`src/rtl/addsub_arbiter.sv`:
```
// rtl/addsub_arbiter.sv - two-port arbiter sharing one 4-bit add/subtract unit; define ADDSUB_ARB_OVF_EN to add o_rsp_ovf

module addr_subtr (
  input  logic [3:0] i_a,
  input  logic [3:0] i_b,
  input  logic       i_control_signal,
  output logic [3:0] o_result,
  output logic       o_carry
);
  logic [4:0] w_sum;

  // Subtract is a + ~b + 1; carry out doubles as "no borrow" for subtract
  assign w_sum    = {1'b0, i_a} + {1'b0, i_b ^ {4{i_control_signal}}} + {4'b0000, i_control_signal};
  assign o_result = w_sum[3:0];
  assign o_carry  = w_sum[4];
endmodule

module addsub_arbiter #(
  parameter int FIXED_PRIO = 0
) (
  input  logic       i_clk,
  input  logic       i_rst,
  input  logic       i_req0_valid,
  input  logic [3:0] i_req0_a,
  input  logic [3:0] i_req0_b,
  input  logic       i_req0_sub,
  output logic       o_req0_ready,
  input  logic       i_req1_valid,
  input  logic [3:0] i_req1_a,
  input  logic [3:0] i_req1_b,
  input  logic       i_req1_sub,
  output logic       o_req1_ready,
  output logic       o_rsp0_valid,
  input  logic       i_rsp0_ready,
  output logic       o_rsp1_valid,
  input  logic       i_rsp1_ready,
  output logic [3:0] o_rsp_result,
  output logic       o_rsp_carry,
  output logic       o_busy
`ifdef ADDSUB_ARB_OVF_EN
  ,
  output logic       o_rsp_ovf
`endif
);
  typedef enum logic [1:0] {
    S_IDLE = 2'd0,
    S_EXEC = 2'd1,
    S_RESP = 2'd2
  } state_t;

  state_t     r_state;
  state_t     w_next_state;
  logic       r_last;
  logic       r_owner;
  logic       r_sub;
  logic [3:0] r_a;
  logic [3:0] r_b;
  logic [3:0] r_result;
  logic       r_carry;
  logic       w_any_valid;
  logic       w_grant;
  logic       w_accept;
  logic       w_rsp_done;
  logic [3:0] w_unit_result;
  logic       w_unit_carry;

  assign w_any_valid  = i_req0_valid | i_req1_valid;
  assign o_rsp_result = r_result;
  assign o_rsp_carry  = r_carry;

  addr_subtr u_addr_subtr (
    .i_a              (r_a),
    .i_b              (r_b),
    .i_control_signal (r_sub),
    .o_result         (w_unit_result),
    .o_carry          (w_unit_carry)
  );

  // Pick the winner: lone requester, else port 0 (fixed) or the port not served last
  always_comb begin
    w_grant = 1'b0;
    if (i_req0_valid && i_req1_valid) begin
      w_grant = (FIXED_PRIO != 0) ? 1'b0 : ~r_last;
    end else if (i_req1_valid) begin
      w_grant = 1'b1;
    end
  end

  // Next-state and handshake outputs
  always_comb begin
    w_next_state = r_state;
    o_req0_ready = 1'b0;
    o_req1_ready = 1'b0;
    o_rsp0_valid = 1'b0;
    o_rsp1_valid = 1'b0;
    o_busy       = 1'b0;
    w_accept     = 1'b0;
    w_rsp_done   = 1'b0;
    case (r_state)
      S_IDLE: begin
        if (!i_rst && w_any_valid) begin
          o_req0_ready = ~w_grant;
          o_req1_ready = w_grant;
          w_accept     = 1'b1;
          w_next_state = S_EXEC;
        end
      end
      S_EXEC: begin
        o_busy       = 1'b1;
        w_next_state = S_RESP;
      end
      S_RESP: begin
        o_busy       = 1'b1;
        o_rsp0_valid = ~r_owner;
        o_rsp1_valid = r_owner;
        w_rsp_done   = r_owner ? i_rsp1_ready : i_rsp0_ready;
        if (w_rsp_done) begin
          w_next_state = S_IDLE;
        end
      end
      default: w_next_state = S_IDLE;
    endcase
  end

  // State register
  always_ff @(posedge i_clk) begin
    if (i_rst) begin
      r_state <= S_IDLE;
    end else begin
      r_state <= w_next_state;
    end
  end

  // Operand capture, result registration and last-served pointer
  always_ff @(posedge i_clk) begin
    if (i_rst) begin
      r_a      <= 4'd0;
      r_b      <= 4'd0;
      r_sub    <= 1'b0;
      r_owner  <= 1'b0;
      r_result <= 4'd0;
      r_carry  <= 1'b0;
      r_last   <= 1'b1;
    end else begin
      if (w_accept) begin
        r_owner <= w_grant;
        r_a     <= w_grant ? i_req1_a   : i_req0_a;
        r_b     <= w_grant ? i_req1_b   : i_req0_b;
        r_sub   <= w_grant ? i_req1_sub : i_req0_sub;
      end
      if (r_state == S_EXEC) begin
        r_result <= w_unit_result;
        r_carry  <= w_unit_carry;
      end
      if (w_rsp_done) begin
        r_last <= r_owner;
      end
    end
  end

`ifdef ADDSUB_ARB_OVF_EN
  logic r_ovf;
  logic w_unit_ovf;

  assign w_unit_ovf = (r_a[3] == (r_b[3] ^ r_sub)) && (w_unit_result[3] != r_a[3]);
  assign o_rsp_ovf  = r_ovf;

  // Signed overflow flag registered alongside the result
  always_ff @(posedge i_clk) begin
    if (i_rst) begin
      r_ovf <= 1'b0;
    end else if (r_state == S_EXEC) begin
      r_ovf <= w_unit_ovf;
    end
  end
`endif

endmodule

```
`config.mk`:
```
export PLATFORM = sky130hd
export DESIGN_NAME = addsub_arbiter
export DESIGN_NICKNAME = d
export VERILOG_FILES = /design/src/rtl/addsub_arbiter.sv
export SDC_FILE = /design/constraint.sdc
export NUM_CORES = 1
export LEC_CHECK = 0
export CORE_MARGIN = 2
export CORE_UTILIZATION = 45
export DETAILED_ROUTE_END_ITERATION = 10
export HOLD_SLACK_MARGIN = 0.08
export PLACE_DENSITY_LB_ADDON = 0.3
export SLEW_MARGIN = 30
export SYNTH_ARGS = -nofsm -noshare
export SYNTH_HDL_FRONTEND = slang
export SYNTH_SLANG_ARGS = --single-unit
```
`constraint.sdc`:
```
create_clock -name i_clk -period 2 [get_ports i_clk]
set_input_delay 0.3 -clock i_clk [delete_from_list [all_inputs] [get_ports i_clk]]
set_output_delay 0.3 -clock i_clk [all_outputs]
set_load 0.02 [all_outputs]
```
==> metrics <==
Vias/cell 5.29; nets@finish 181; Yosys cell types 34; top cells by area, synth dfxtp_1 (34%), mux2i_1 (11%), a211oi_1 (8.6%); DR pass1 iterations 4; final setup vio count 0; Hold Vio Cnt, Final 0; routability cong. 0.758; Syn Std Cell Area 0.00105 mm2; Synth top cells by count dfxtp_1 (18), a21oi_1 (14), a211oi_1 (12), mux2i_1 (12), ha_1 (7); H-tree lvl count 1; crit-path cells inv_1 -> ha_2 -> nor2b_4 -> and3_1 -> dlygate4sd2_1; post-CTS setup buffer count 0; maximum vdd drop 0.385 mV; Synth top area share 34.2%; row count 17; Crit path max-delay family buffers and inverters; WS Path Type reg -> out; final WL about 2200 um; Highest Clock Rate 524 MHz; Chip Height ~52 um; P_leak ~0.00066 uW; CTS root buf clkbuf_4; FF+latch count, synth 18; Yosys warning count 0; Layout area overhead 40.5%; Critical Path AT around 1.6 ns; CP Max Fanout 4; # diodes 0; run status completed; main flop type after synthesis dfxtp_1; share of cells above drive strength 1 roughly an eighth; largest stage delay on the critical path roughly 0.34 ns; power per cell area approximately 730 mW/mm2; element type at the critical path start flip-flop; placed cell count 172; DR WL/cell roughly 13 um; fraction of registers with async set or reset after synthesis 0%; PortBufs 33; non-filler cells, final roughly 180; fin. max-slew vios 0; EDFF count, synth 0; Crit path required time between 1.5 and 2 ns; pin count of the biggest net entering global routing 18; post-DP HPWL about 1800 um; Skew-Pair Late Insertion Delay ~0.30 ns; DR vias 931; Slew @ Worst Pin roughly 0.31 ns; top-count cell post-synth dfxtp_1; GRT Util Overall between 10% and 20%; Initial Utilization a little under half; setup tns final 0 ns; Synth Net Count roughly 140; initial antenna violation count 0; Min-Delay Path Depth 2; path depth of the worst reg2reg path 5; Sink Count 18; Core Area ~0.0022 mm2; post-synthesis cell count between 100 and 150; Crit path depth 5; IO Pins 34; Tmin final 1.91 ns; worst path bufs/invs 2; Hold WC Path Type reg -> reg; total grt overflow 0; unrepaired setup endpoints after global routing no; Slew Limit Headroom around four fifths; CP Capture Type primary output; number of DRC markers in iteration 0 7; global-route wire length before repair roughly 3500 um; Die X around 52 um; CTS tree yes; DR DRC count 0; post-synth top area cell dfxtp_1; Routed Antenna Nets 0; CTS Buf Count 3; Layout Skew between 0.008 and 0.009 ns; Syn Area/Cell roughly 9.6 um2; vias in the first global route 870; DIE AREA 0.00274 mm2; Max-Cap Viols 0; Final Cycle Share about 95%; Worst-path clk slew around 0.10 ns; CTS max path bufs 2; slowest CP cell dfxtp_2; register area share after synthesis around 34%
[cells by family after synthesis]
group / after synthesis / share of synthesized area, %
AOI/OAI and AO/OA: 36 / 22.9
muxes: 13 / 12.8
buffers and inverters: 10 / 5.11
and+or+nand+nor: 20 / 10.6
xor gates and xnor gates: 5 / 4.16
DFF: 18 / 34.2
adders and majority gates: 8 / 10.2
[through the flow]
stage	total power (uW)	util (%)	hold WS [ns]	setup slack, ns	cell area, um2
after floorplan	708	-	0.451	0.410	1050
after CTS	1090	66.6	0.476	0.00170	1470
after global placement	853	64.9	0.465	-0.154	1440
after global routing	1150	66.9	0.507	0.00828	1480
after detailed placement	864	64.9	0.476	-0.177	1440
final	1090	66.9	0.476	0.0918	1480
[worst reg2reg max path: cells and delay by family (launching register included)]
family,cells,cell delay [ns]
flip-flops,1,0.40
adder cells (fa/ha/maj),1,0.40
AO/OA/AOI/OAI,3,0.42
multiplexers,1,0.34
[routing by layer]
metal / GRT usage, % / wire [um] / up-vias
met3: 2.86 / 89 / 4
met5: 0 / 0 / -
met4: 9.40 / 37 / 0
li1: - / - / 477
met2: 30.4 / 1110 / 24
met1: 20.7 / 980 / 426
[cell type report]
type / count / area, um2
Fill cell: 190 / 732
Multi-Input combinational cell: 82 / 647
Timing Repair Buffer: 41 / 389
Sequential cell: 18 / 362
Clock buffer: 4 / 36.3
Tap cell: 28 / 35.0
Inverter: 3 / 11.3
[repair_timing]
action                                  CTS  global route
gates resized for setup                   5             5
hold buffers                              0             0
hold endpoints to repair                  0             0
endpoints found under the setup margin    2             3
[cells in the final DEF (no fill, tap or decap), drive strengths merged, types with 3 or more instances in the layout]
cell type	instances
a21oi	14
ha	7
nand2	3
xor2	3
a21o	3
inv	3
buf	9
nor2	5
dfxtp	18
clkdlybuf4s50	29
a211oi	12
clkbuf	4
mux2i	12
[sequential cells by signal, summed over array words and instances, names as in the netlist]
register,flops
r_a,4
o_rsp_carry,1
r_state,2
o_rsp_result,4
r_sub,1
r_owner,1
r_b,4
r_last,1
[worst paths after layout]
check / start / endpoint / slack [ns]
max: r_state[1]$_SDFFE_PP0P_ / o_req1_ready / 0.09
max reg2reg: r_b[0]$_SDFFE_PP0P_ / o_rsp_carry$_SDFFE_PP0N_ / 0.32
min reg2reg: r_state[1]$_SDFFE_PP0P_ / r_state[1]$_SDFFE_PP0P_ / 0.48
min: r_state[1]$_SDFFE_PP0P_ / r_state[1]$_SDFFE_PP0P_ / 0.48
[report_power, final]
group          internal, uW  total, uW  leakage, uW  switching, uW
logic                   221        416     0.000493            195
registers               407        442     0.000149           35.5
clock network           111        227    0.0000210            116
total                   739       1090     0.000662            347
(Power assumes the default switching activity.)
